$ cat config.mk
export PLATFORM = sky130hd
export DESIGN_NAME = mem_stage_lsu
export DESIGN_NICKNAME = d
export VERILOG_FILES = /design/src/rtl/mem_stage_lsu.sv
export SDC_FILE = /design/constraint.sdc
export NUM_CORES = 1
export LEC_CHECK = 0
export BUFFER_PORTS_ARGS = -buffer_cell sky130_fd_sc_hd__buf_4
export CAP_MARGIN = 20
export CORE_MARGIN = 2
export CORE_UTILIZATION = 45
export CTS_CLUSTER_SIZE = 30
export DETAILED_ROUTE_END_ITERATION = 6
export PLACE_DENSITY = 0.75
export SETUP_SLACK_MARGIN = 0.3
export SLEW_MARGIN = 20
export SYNTH_ARGS = -nofsm -noshare
export SYNTH_HDL_FRONTEND = slang
export SYNTH_SLANG_ARGS = --single-unit
export TNS_END_PERCENT = 10
$ cat constraint.sdc
create_clock -name clk -period 7.2 [get_ports clk]
set_input_delay 0 -clock clk [delete_from_list [all_inputs] [get_ports clk]]
set_output_delay 0 -clock clk [all_outputs]
set_load 0.01 [all_outputs]
$ cat src/rtl/mem_stage_lsu.sv
// Memory-stage load/store unit: req/ack data port, lane steering, load formatting.
// Optional MISALIGN_TRAP_EN: trap misaligned accesses instead of issuing them.
module mem_stage_lsu #(
  parameter int TIMEOUT_CYCLES = 16
) (
  input  logic        clk,
  input  logic        reset,
  input  logic        MemReadM,
  input  logic        MemWriteM,
  input  logic [2:0]  funct3M,
  input  logic [31:0] ALUResultM,
  input  logic [31:0] WriteDataM,
  output logic        dmem_req,
  output logic        dmem_we,
  output logic [31:0] dmem_addr,
  output logic [3:0]  dmem_be,
  output logic [31:0] dmem_wdata,
  input  logic [31:0] dmem_rdata,
  input  logic        dmem_ack,
  output logic        StallM,
  output logic [31:0] ReadDataW,
  output logic        load_doneW,
  output logic        bus_err,
  output logic        misalign_exc
);

  localparam int CW = $clog2(TIMEOUT_CYCLES);

  typedef enum logic {IDLE, BUSY} state_t;

  state_t        state_q, state_d;
  logic [CW-1:0] cnt_q;
  logic [2:0]    f3_q;
  logic [1:0]    a_q;
  logic [1:0]    a;
  logic          op, is_b, is_h;
  logic          issue, fin, abort;
  logic [3:0]    be_n;
  logic [31:0]   wd_n;

  function automatic logic [31:0] fmt(
    input logic [31:0] w,
    input logic [2:0]  f3,
    input logic [1:0]  la
  );
    logic [31:0] sh;
    logic [7:0]  b;
    logic [15:0] h;
    sh = w >> {la, 3'b000};
    b  = sh[7:0];
    h  = la[1] ? w[31:16] : w[15:0];
    unique case (f3)
      3'b000:  fmt = {{24{b[7]}}, b};
      3'b001:  fmt = {{16{h[15]}}, h};
      3'b100:  fmt = {24'h0, b};
      3'b101:  fmt = {16'h0, h};
      default: fmt = w;
    endcase
  endfunction

  assign a  = ALUResultM[1:0];
  assign op = MemReadM | MemWriteM;

  // Stores only know SB/SH; loads also have the unsigned byte/half codes.
  always_comb begin
    if (MemWriteM) begin
      is_b = (funct3M == 3'b000);
      is_h = (funct3M == 3'b001);
    end else begin
      is_b = (funct3M[1:0] == 2'b00);
      is_h = (funct3M[1:0] == 2'b01);
    end
  end

  always_comb begin
    be_n = 4'hF;
    wd_n = WriteDataM;
    unique case (1'b1)
      is_b: begin
        be_n = 4'b0001 << a;
        wd_n = {4{WriteDataM[7:0]}};
      end
      is_h: begin
        be_n = a[1] ? 4'b1100 : 4'b0011;
        wd_n = {2{WriteDataM[15:0]}};
      end
      default: ;
    endcase
  end

`ifdef MISALIGN_TRAP_EN
  logic mis, trap, mis_q;
  assign mis = (is_h & a[0]) | (~is_b & ~is_h & (a != 2'b00));
`endif

  always_comb begin
    state_d = state_q;
    StallM  = 1'b0;
    issue   = 1'b0;
    fin     = 1'b0;
    abort   = 1'b0;
`ifdef MISALIGN_TRAP_EN
    trap    = 1'b0;
`endif
    unique case (state_q)
      IDLE: begin
        if (op) begin
`ifdef MISALIGN_TRAP_EN
          if (mis) begin
            trap = 1'b1;
          end else begin
            issue   = 1'b1;
            StallM  = 1'b1;
            state_d = BUSY;
          end
`else
          issue   = 1'b1;
          StallM  = 1'b1;
          state_d = BUSY;
`endif
        end
      end
      BUSY: begin
        if (dmem_ack) begin
          fin     = 1'b1;
          state_d = IDLE;
        end else if (cnt_q == CW'(TIMEOUT_CYCLES - 1)) begin
          abort   = 1'b1;
          state_d = IDLE;
        end else begin
          StallM  = 1'b1;
        end
      end
      default: state_d = IDLE;
    endcase
  end

  assign dmem_req = (state_q == BUSY);

  always_ff @(posedge clk or posedge reset) begin
    if (reset) begin
      state_q    <= IDLE;
      cnt_q      <= '0;
      f3_q       <= '0;
      a_q        <= '0;
      dmem_we    <= 1'b0;
      dmem_addr  <= '0;
      dmem_be    <= '0;
      dmem_wdata <= '0;
      ReadDataW  <= '0;
      load_doneW <= 1'b0;
      bus_err    <= 1'b0;
    end else begin
      state_q    <= state_d;
      load_doneW <= 1'b0;
      bus_err    <= 1'b0;
      if (issue) begin
        dmem_addr  <= {ALUResultM[31:2], 2'b00};
        dmem_be    <= be_n;
        dmem_wdata <= wd_n;
        dmem_we    <= MemWriteM;
        f3_q       <= funct3M;
        a_q        <= a;
        cnt_q      <= '0;
      end else if (fin || abort) begin
        cnt_q   <= '0;
        dmem_be <= '0;
        dmem_we <= 1'b0;
      end else if (state_q == BUSY) begin
        cnt_q <= cnt_q + CW'(1);
      end
      if (fin && !dmem_we) begin
        ReadDataW  <= fmt(dmem_rdata, f3_q, a_q);
        load_doneW <= 1'b1;
      end
      if (abort) begin
        bus_err <= 1'b1;
        if (!dmem_we) ReadDataW <= '0;
      end
    end
  end

`ifdef MISALIGN_TRAP_EN
  always_ff @(posedge clk or posedge reset) begin
    if (reset) mis_q <= 1'b0;
    else       mis_q <= trap;
  end
  assign misalign_exc = mis_q;
`else
  assign misalign_exc = 1'b0;
`endif

endmodule

==> metrics, run 1 <==
first-pass GRT wire length=25,830 microns; Total Power=2.610 mW; FF-to-FF setup slack=4.89 ns; RD Place Congestion=0.8911; FMAX=397.1 MHz; Ant. Diodes=0; Avg Vias per Cell=5.299; total gr overflow=0; area delta synth->final=55.32%; final setup vio count=0; Reg-to-Reg Start=a_q[1]; P per Cell Area=328.6 nW/um^2; Worst-Skew Late Latency=0.34 ns; vias in the first global route=5,038; post-synth cell types=39; async set-reset flop share out of synthesis=100.0%; antenna viol nets, final=0; critical path's largest stage delay=0.70 ns; clk sink count=111; Peak VDD IR=189.1 uV; crit path max-delay cell type=buf_4; share of cells above drive strength 1=35.95%; Starting Density=46.56%; Worst-Margin Slew=0.9452 ns; DR DRC count=0; Iter 0 DRT Violations=222; TritonRoute pass-1 iters=4; crit start category=input pin; clk buf depth=2; Synth area leaders=dfrtp_1 54%, mux2_2 9.9%, nand2_1 4.5%, o21ai_0 4.3%, mux2i_1 3.3%; Synth area leader=dfrtp_1; DR WL/cell=17.29 microns; internal power=1.701 mW; synthesized area per cell=10.68 sq um; worst-path cell chain=dlygate4sd3_1, buf_4, o21ai_4, buf_4, nand2_1, buf_4; Nets=865; Worst-path clk slew=0.07 ns; # H-tree levels=3; fin util=72.32%; RSZ-0062 raised after global routing=false; WS Path Type=input pin to primary output; Slew headroom=36.86%; CP max FO=68; Worst EP arrival=2.52 ns; synthesized flop and latch total=111; Netlist Area Pre-Place=5114 sq um; Cells after DPL=795; Site Rows=38; Data required, critical path=7.20 ns; Vias=4,796; die width=110.6 microns; hpwl dp=10,330 microns; register area share after synthesis=54.32%; clock share of power=18.8%; status=finished clean; die span in y=110.6 microns; Worst Hold Path Cells=3; final wirelength=15,640 microns; fin cells=905; final setup TNS=0 ns; initial antenna violation count=0; GRT Total Usage=26.04%; R2R depth=4; leakage power=3.712 nW; r2r endpoint=ReadDataW[21]; Hold Path Origin=dmem_rdata[10]; PnR worst setup slack=4.682 ns; cells after synthesis=479; Final Hold Vio Count=0; sw power=0.9087 mW; DP Worst Slack=4.979 ns; Synth top area share=54.32%; YS warnings=0; Max Cap Viol=0; combinational power share=40.9%; root buf cell=clkbuf_16; Switching Fraction=34.82%; TritonCTS buffer count=9; sequential power share=40.2%; final clock skew=0.008370 ns; Slew Viols, Final=0; worst min-delay path class=input pin to flip-flop; Die Area=12,230 sq um; maximum number of pins on one net before global-route repair=69; crit end category=primary output; Ports=210; TritonCTS clock tree=done; Post-CTS Resized=0; fin crit period=2.518 ns; core box area=10,980 sq um; main flop type after synthesis=dfrtp_1; Post-synth EDFFs=0; # port buffers=206; Top cell by count, worst path=buf_4; Final Cycle Share=34.98%
## metrics by stage
step	hold WS [ns]	cell area [sq um]
floorplan	0.1375	5121
global placement	0.09423	6711
detailed placement	0.1019	6711
CTS	0.001814	7941
global route	0.02830	7943
finish	0.01332	7943
## layout make-up
type	instances	area, sq um
Fill cell	760	3040
Sequential cell	111	2779
Timing Repair Buffer	303	2510
Multi-Input combinational cell	331	2172
Clock buffer	11	232.7
Tap cell	140	175.2
Clock inverter	5	56.30
Inverter	4	17.52
## Yosys cell counts, types with 8 or more instances
cell type,number
dfrtp_1,111
nand2_1,61
mux2_2,45
o21ai_0,44
a21oi_1,27
nor2_1,24
o31ai_1,22
clkbuf_1,18
nor2b_1,18
mux2i_1,17
nor3_1,11
nand3_1,9
buf_2,8
## critical path, delay by kind of cell
kind	cells	cell delay, ns
buffers and inverters	4	1.62
and+or+nand+nor	1	0.19
AOI/OAI and AO/OA	1	0.64
## cells by family (layout without fill, tap and decap cells)
kind of cell,count (synthesis),count (layout),share of synthesized area (%)
buffers and inverters,39,323,3.572
muxes,64,64,14.04
xor gates and xnor gates,2,2,0.3426
and+or+nand+nor,141,141,12.92
other,1,3,0.07333
adders and majority gates,1,1,0.2446
AOI/OAI and AO/OA,120,120,14.49
DFF,111,111,54.32
## power groups by stage
stage	sequential (mW)	combinational, mW	clock, mW
4_1_cts	1.04	1.07	0.502
3_3_place_gp	1.04	1.00	0
3_5_place_dp	1.05	1.03	0
5_1_grt	1.08	1.16	0.528
6_report	1.05	1.07	0.491
2_1_floorplan	1.10	0.452	0
## worst max-delay path by stage
| stage | start | end | slack, ns | cells past startpoint |
|---|---|---|---|---|
| finish | MemWriteM | StallM | 4.68 | 6 |
| detailed placement | a_q[1] | ReadDataW[25] | 4.98 | 4 |
| global placement | a_q[1] | ReadDataW[27] | 5.05 | 4 |
| global route | MemWriteM | StallM | 4.48 | 6 |
| CTS | MemWriteM | StallM | 4.71 | 6 |
| floorplan | reset | ReadDataW[16] | 4.27 | 1 |
## layout by cell type (no fill, tap or decap), drive strengths merged, types with 2 or more instances in the layout
| cell | n |
|---|---|
| nand3b | 7 |
| a211oi | 7 |
| nor3 | 11 |
| conb | 3 |
| o31ai | 22 |
| nand2b | 3 |
| a311oi | 7 |
| mux2 | 46 |
| dlygate4sd3 | 94 |
| nand2 | 62 |
| clkinv | 2 |
| mux2i | 17 |
| or3 | 2 |
| buf | 209 |
| nor2 | 24 |
| inv | 5 |
| nand3 | 9 |
| a21oi | 28 |
| dfrtp | 111 |
| xor2 | 2 |
| nor2b | 18 |
| clkbuf | 11 |
| a22o | 5 |
| nor3b | 2 |
| o21ai | 48 |
## metal layers
layer  track usage, %  up-vias  wire, microns
li1                 -     2251              -
met1            32.22     2313           6153
met2            44.34      194           7889
met3            6.037       38           1114
met4            10.00        0            487
met5                0        -              0
## repair_timing
item | CTS | global route
hold buffers | 94 | 0
buffers inserted | 0 | 0
hold endpoints to repair | 138 | 0
No activity file was read; power rests on OpenSTA's default activity.
==> run 2, diff against run 1 <==
--- a/config.mk
+++ b/config.mk
@@ -5,13 +5,14 @@
 export SDC_FILE = /design/constraint.sdc
 export NUM_CORES = 1
 export LEC_CHECK = 0
+export ABC_AREA = 1
 export BUFFER_PORTS_ARGS = -buffer_cell sky130_fd_sc_hd__buf_4
 export CAP_MARGIN = 20
 export CORE_MARGIN = 2
 export CORE_UTILIZATION = 45
 export CTS_CLUSTER_SIZE = 30
 export DETAILED_ROUTE_END_ITERATION = 6
-export PLACE_DENSITY = 0.75
+export PLACE_DENSITY = 0.74
 export SETUP_SLACK_MARGIN = 0.3
 export SLEW_MARGIN = 20
 export SYNTH_ARGS = -nofsm -noshare
==> constraint.sdc (replaced) <==
create_clock -name clk -period 2.5 [get_ports clk]
set_input_delay 0 -clock clk [delete_from_list [all_inputs] [get_ports clk]]
set_output_delay 0 -clock clk [all_outputs]
set_load 0.01 [all_outputs]
==> metrics, run 2 <==
status=finished clean (unchanged); final setup TNS=0 ns (unchanged); share of cells above drive strength 1=26.20% (was 35.95%); sw power=3.109 mW (was 0.9087 mW); R2R depth=9 (was 4); Switching Fraction=38.80% (was 34.82%); area delta synth->final=50.10% (was 55.32%); clock share of power=18.5% (was 18.8%); Final Hold Vio Count=0 (unchanged); Ant. Diodes=0 (unchanged); clk sink count=111 (unchanged); Slew headroom=60.00% (was 36.86%); synthesized area per cell=7.312 sq um (was 10.68 sq um); Avg Vias per Cell=4.907 (was 5.299); initial antenna violation count=0 (unchanged); DR WL/cell=14.87 microns (was 17.29 microns); Synth area leader=dfrtp_1 (unchanged); top-count cell post-synth=nand2_1 (was dfrtp_1); Synth top area share=49.85% (was 54.32%); Netlist Area Pre-Place=5572 sq um (was 5114 sq um); CP Launch Point=a_q[1] (was MemWriteM); Worst-path clk slew=0.08 ns (was 0.07 ns); hpwl dp=11,620 microns (was 10,330 microns); Site Rows=40 (was 38); async set-reset flop share out of synthesis=100.0% (unchanged); Slew Viols, Final=0 (unchanged); FMAX=493.7 MHz; RD Place Congestion=0.8949 (was 0.8911); Hold Path Origin=dmem_rdata[23] (was dmem_rdata[10]); leakage power=4.613 nW (was 3.712 nW); Total Power=8.013 mW (was 2.610 mW); first-pass GRT wire length=28,290 microns (was 25,830 microns); critical path's largest stage delay=0.52 ns (was 0.70 ns); Die Area=13,290 sq um (was 12,230 sq um); total gr overflow=0 (unchanged); RSZ-0062 raised after global routing=true (was false); fin crit period=2.025 ns; Vias=5,918 (was 4,796); Worst-Margin Slew=0.5991 ns (was 0.9452 ns); worst min-delay path class=input pin to flip-flop (unchanged); Peak VDD IR=493.2 uV (was 189.1 uV); post-synth cell types=26 (was 39); Final Cycle Share=81.02%; worst-path cell chain=inv_2, nand2_1, nand3_1, nand2_1, nand2_1, buf_4, nand3_1, nand2_1, inv_1 (was dlygate4sd3_1, buf_4, o21ai_4, buf_4, nand2_1, buf_4); CP max FO=24 (was 68); core box area=12,060 sq um (was 10,980 sq um); highest-count cells in the layout ignoring fill and taps=331 x nand2_1, 212 x buf_4, 111 x dfrtp_1 (was 209 x buf_4, 110 x dfrtp_1, 94 x dlygate4sd3_1); TritonRoute pass-1 iters=5 (was 4); Top cell by count, worst path=nand2_1 (was buf_4); synthesized flop and latch total=111 (unchanged); # H-tree levels=3 (unchanged); Post-synth EDFFs=0 (unchanged); Ports=210 (unchanged); Data required, critical path=2.75 ns (was 7.20 ns); final instance area=8363 sq um (was 7943 sq um); Nets=1,138 (was 865); GRT Total Usage=27.32% (was 26.04%); Worst-Skew Late Latency=0.35 ns (was 0.34 ns); main flop type after synthesis=dfrtp_1 (unchanged); placed inst area=7234 sq um (was 6711 sq um); Starting Density=46.19% (was 46.56%); internal power=4.904 mW (was 1.701 mW); WS Path Type=flip-flop to flip-flop (was input pin to primary output); commonest non-fill, non-tap cell in the layout=nand2_1 (was buf_4); register area share after synthesis=49.85% (was 54.32%); clk buf depth=2 (unchanged); maximum number of pins on one net before global-route repair=82 (was 69); sequential power share=36.9% (was 40.2%); fin util=69.34% (was 72.32%); crit path max-delay cell type=dfrtp_1 (was buf_4); TritonCTS buffer count=9 (unchanged); r2r endpoint=ReadDataW[31] (was ReadDataW[21]); Reg-to-Reg Start=a_q[1] (unchanged); final clock skew=0.007994 ns (was 0.008370 ns); Synth area leaders=dfrtp_1 50%, nand2_1 22%, nand3_1 5.3%, inv_1 4.7%, a21oi_1 3.0% (was dfrtp_1 54%, mux2_2 9.9%, nand2_1 4.5%, o21ai_0 4.3%, mux2i_1 3.3%); crit end category=flip-flop (was primary output); TritonCTS clock tree=done (unchanged); P per Cell Area=958.2 nW/um^2 (was 328.6 nW/um^2); # port buffers=206 (unchanged); Worst EP arrival=2.28 ns (was 2.52 ns); final wirelength=17,930 microns (was 15,640 microns); YS warnings=0 (unchanged); die span in y=115.3 microns (was 110.6 microns); combinational power share=44.5% (was 40.9%); Iter 0 DRT Violations=425 (was 222); Synth top cells by count=331 x nand2_1, 111 x dfrtp_1, 70 x inv_1 (was 111 x dfrtp_1, 61 x nand2_1, 45 x mux2_2); Hold Worst Slack=0.007652 ns (was 0.01332 ns); cells after synthesis=762 (was 479); crit start category=flip-flop (was input pin); Max Cap Viol=0 (unchanged); antenna viol nets, final=0 (unchanged); vias in the first global route=5,945 (was 5,038); FF-to-FF setup slack=0.47 ns (was 4.89 ns); worst setup path end=ReadDataW[31] (was StallM); final setup vio count=0 (unchanged); DR DRC count=0 (unchanged); root buf cell=clkbuf_16 (unchanged); die width=115.3 microns (was 110.6 microns)
-- run 2: changes by cell type after synthesis, moves of 13 or more --
| cell | previous run | this run |
|---|---|---|
| inv_2 | 0 | 22 |
| nand2_1 | 61 | 331 |
| mux2i_1 | 17 | 0 |
| inv_1 | 4 | 70 |
| o21ai_0 | 44 | 14 |
| mux2_2 | 45 | 0 |
| buf_2 | 8 | 21 |
| nor2b_1 | 18 | 0 |
| nand3_1 | 9 | 59 |
| o31ai_1 | 22 | 0 |
-- run 2: worst min path at each step --
stage,endpoint,slack [ns],depth (start not counted)
after floorplan,f3_q[2],0.12,2
after global placement,dmem_wdata[23],0.06,2
after detailed placement,dmem_wdata[24],0.08,2
after CTS,ReadDataW[23],0.001,5
after global routing,ReadDataW[20],0.03,5
final,ReadDataW[23],0.008,5
-- run 2: kinds of logic after synthesis --
logic type	count (synthesis)	synth area share [%]
flops	111	49.85
fa+ha+maj	1	0.2245
simple gates	430	30.72
other cells	1	0.06731
compound gates	89	9.432
buf+inv	130	9.701
-- run 2: timing repair --
action                                  in CTS  in global routing
gates resized for setup                      0                  2
setup buffers                                0                  0
endpoints found under the hold margin      101                  0
hold buffers                                82                  0
endpoints found under the setup margin       0                  4
-- run 2: worst max-delay path, delay by kind of cell, from the launching register on --
family / cells / cell delay (ns)
flip-flops: 1 / 0.52
buffers and inverters: 3 / 0.68
AND/OR/NAND/NOR: 6 / 0.70
-- run 2: through the flow --
step                setup slack (ns)  instances
floorplan                      1.128        764
CTS                           0.3123       1206
finish                        0.4746       1206
detailed placement            0.5324       1108
global placement              0.6499       1108
global route                  0.2772       1206
-- run 2: layout make-up --
| type | instances | area [sq um] |
|---|---|---|
| well taps | 168 | 210.2 |
| multi-input cells | 523 | 2266 |
| clock inverters | 7 | 80.08 |
| flip-flops and latches | 111 | 2778 |
| clock buffers | 9 | 225.2 |
| fillers | 965 | 3699 |
| inverters | 92 | 351.6 |
| repair buffers | 296 | 2452 |
-- run 2: power groups by stage --
| stage | logic, mW | registers (mW) | clock network (mW) |
|---|---|---|---|
| floorplan | 1.60 | 3.17 | 0 |
| global placement | 3.33 | 2.97 | 0 |
| detailed placement | 3.39 | 2.96 | 0 |
| CTS | 3.54 | 2.95 | 1.51 |
| global route | 3.95 | 3.04 | 1.57 |
| finish | 3.57 | 2.96 | 1.49 |
-- run 2: per-layer routing --
metal / track usage (%) / wire, microns / vias to the layer above
met2: 45.57 / 8557 / 267
li1: - / - / 2885
met5: 0 / 0 / -
met3: 6.853 / 1552 / 40
met4: 12.05 / 524 / 0
met1: 33.69 / 7294 / 2726
==> run 3, diff against run 2 <==
==> constraint.sdc (replaced) <==
create_clock -name clk -period 2 [get_ports clk]
set_input_delay 0 -clock clk [delete_from_list [all_inputs] [get_ports clk]]
set_output_delay 0 -clock clk [all_outputs]
set_load 0.01 [all_outputs]
==> metrics, run 3 (synthesized netlist as in run 2, its figures left out) <==
share of cells above drive strength 1=26.64% (was 26.20%); final setup TNS=0 ns (unchanged); P per Cell Area=1194 nW/um^2 (was 958.2 nW/um^2); CP max FO=8 (was 24); fin cells=1,204 (was 1,206); vias in the first global route=5,583 (was 5,945); GRT Total Usage=26.13% (was 27.32%); Worst-Skew Late Latency=0.35 ns (about the same); Top cell by count, worst path=nand2_1 (unchanged); TritonRoute pass-1 iters=5 (unchanged); worst min-delay path class=input pin to flip-flop (unchanged); Reg-to-Reg Start=f3_q[0] (was a_q[1]); R2R depth=6 (was 9); highest-count cells in the layout ignoring fill and taps=330 x nand2_1, 214 x buf_4, 110 x dfrtp_1 (was 331 x nand2_1, 212 x buf_4, 111 x dfrtp_1); Die Area=13,290 sq um (unchanged); Data required, critical path=2.28 ns (was 2.75 ns); Worst Hold Path Cells=5 (unchanged); # port buffers=206 (unchanged); Slew headroom=59.22% (was 60.00%); area delta synth->final=50.06% (was 50.10%); Ports=210 (unchanged); # H-tree levels=3 (unchanged); status=finished clean (unchanged); final setup vio count=0 (unchanged); Ant. Diodes=0 (unchanged); TritonCTS clock tree=done (unchanged); die span in y=115.3 microns (unchanged); DR DRC count=0 (unchanged); final wirelength=17,420 microns (was 17,930 microns); Worst-path clk slew=0.08 ns (about the same); Cells after DPL=1,110 (was 1,108); worst-path cell chain=dlygate4sd3_1, buf_4, nand2_1, nand2_1, inv_1, nand2_1, o21ai_1, nor2_1, nor2_1 (was inv_2, nand2_1, nand3_1, nand2_1, nand2_1, buf_4, nand3_1, nand2_1, inv_1); Starting Density=46.19% (unchanged); fin crit period=1.571 ns; Hold Path Origin=dmem_rdata[20] (was dmem_rdata[23]); Final Hold Vio Count=0 (unchanged); maximum number of pins on one net before global-route repair=112 (was 82); final clock skew=0.007345 ns (was 0.007994 ns); total gr overflow=0 (unchanged); DR WL/cell=14.47 microns (was 14.87 microns); Vias=5,876 (was 5,918); crit end category=flip-flop (unchanged); clk sink count=111 (unchanged); core box area=12,060 sq um (unchanged); Peak VDD IR=590.9 uV (was 493.2 uV); initial antenna violation count=0 (unchanged); Site Rows=40 (unchanged); TritonCTS buffer count=9 (unchanged); clk buf depth=2 (unchanged); hpwl dp=11,210 microns (was 11,620 microns); Worst Hold Path EP=ReadDataW[20] (was ReadDataW[23]); crit path max-delay cell type=dlygate4sd3_1 (was dfrtp_1); WS Path Type=input pin to flip-flop (was flip-flop to flip-flop); die width=115.3 microns (unchanged); RD Place Congestion=0.8668 (was 0.8949); Hold Worst Slack=0.002388 ns (was 0.007652 ns); Nets=1,136 (was 1,138); Worst EP arrival=1.85 ns (was 2.28 ns); Avg Vias per Cell=4.880 (was 4.907); FF-to-FF setup slack=0.47 ns (about the same); leakage power=4.616 nW (was 4.613 nW); Slew Viols, Final=0 (unchanged); critical path's largest stage delay=0.54 ns (was 0.52 ns); FMAX=636.6 MHz; Max Cap Viol=0 (unchanged); Worst-Margin Slew=0.6116 ns (was 0.5991 ns); Final Cycle Share=78.55%; antenna viol nets, final=0 (unchanged); first-pass GRT wire length=27,160 microns (was 28,290 microns); commonest non-fill, non-tap cell in the layout=nand2_1 (unchanged); Iter 0 DRT Violations=581 (was 425); RSZ-0062 raised after global routing=true (unchanged); crit start category=input pin (was flip-flop); FILL cells=971 (was 965); root buf cell=clkbuf_16 (unchanged)
## run 3: worst max path at each step
stage | end | slack [ns] | startpoint | depth (start not counted)
final | dmem_wdata[15] | 0.43 | funct3M[2] | 9
after global routing | flip-flop | 0.27 | cnt_q[0] | 8
after CTS | dmem_wdata[14] | 0.31 | dmem_req | 6
after detailed placement | dmem_wdata[4] | 0.35 | dmem_req | 3
after global placement | dmem_wdata[9] | 0.39 | dmem_req | 6
after floorplan | flip-flop | 0.63 | cnt_q[0] | 9
## run 3: metal layers
layer | up-vias | part of all wire [%] | GRT usage, %
met5 | - | 0 | 0
met1 | 2684 | 41 | 33.65
met3 | 37 | 8.8 | 6.537
met4 | 0 | 2.2 | 9.317
met2 | 281 | 48 | 43.02
li1 | 2874 | - | -
## run 3: layout make-up
| class | instances | area (sq um) | share of cell area, % |
|---|---|---|---|
| Timing Repair Buffer | 294 | 2442 | 29.21 |
| Clock buffer | 11 | 242.7 | 2.903 |
| Clock inverter | 5 | 63.81 | 0.7632 |
| Inverter | 92 | 354.1 | 4.235 |
| Multi-Input combinational cell | 523 | 2268 | 27.13 |
| Tap cell | 168 | 210.2 | 2.514 |
| Sequential cell | 111 | 2779 | 33.24 |
## run 3: worst max-delay path: cells and delay by family
family	cells	cell delay (ns)
buf+inv	3	1.02
simple gates	5	0.63
compound gates	1	0.20
## run 3: repair_timing
item / CTS / global route
pin swaps: 0 / 0
endpoints found under the setup margin: 1 / 37
hold buffers: 77 / 0
endpoints found under the hold margin: 190 / 0
gates cloned: 0 / 1
setup buffers: 0 / 0
gates resized for setup: 1 / 3
## run 3: power breakdown
| group | internal, mW | leakage, nW | switching (mW) |
|---|---|---|---|
| sequential | 3.09 | 1.35 | 0.613 |
| combinational | 2.03 | 3.12 | 2.39 |
| clock | 1.02 | 0.147 | 0.845 |
| total | 6.14 | 4.62 | 3.84 |
## run 3: stage by stage
stage | setup slack [ns] | util (%) | instance area (sq um) | power (mW)
detailed placement | 0.3466 | 60.10 | 7249 | 7.940
finish | 0.4290 | 69.32 | 8361 | 9.987
global placement | 0.3910 | 60.10 | 7249 | 7.894
CTS | 0.3106 | 69.06 | 8329 | 9.956
floorplan | 0.6278 | - | 5583 | 5.962
global route | 0.2669 | 69.32 | 8361 | 10.70
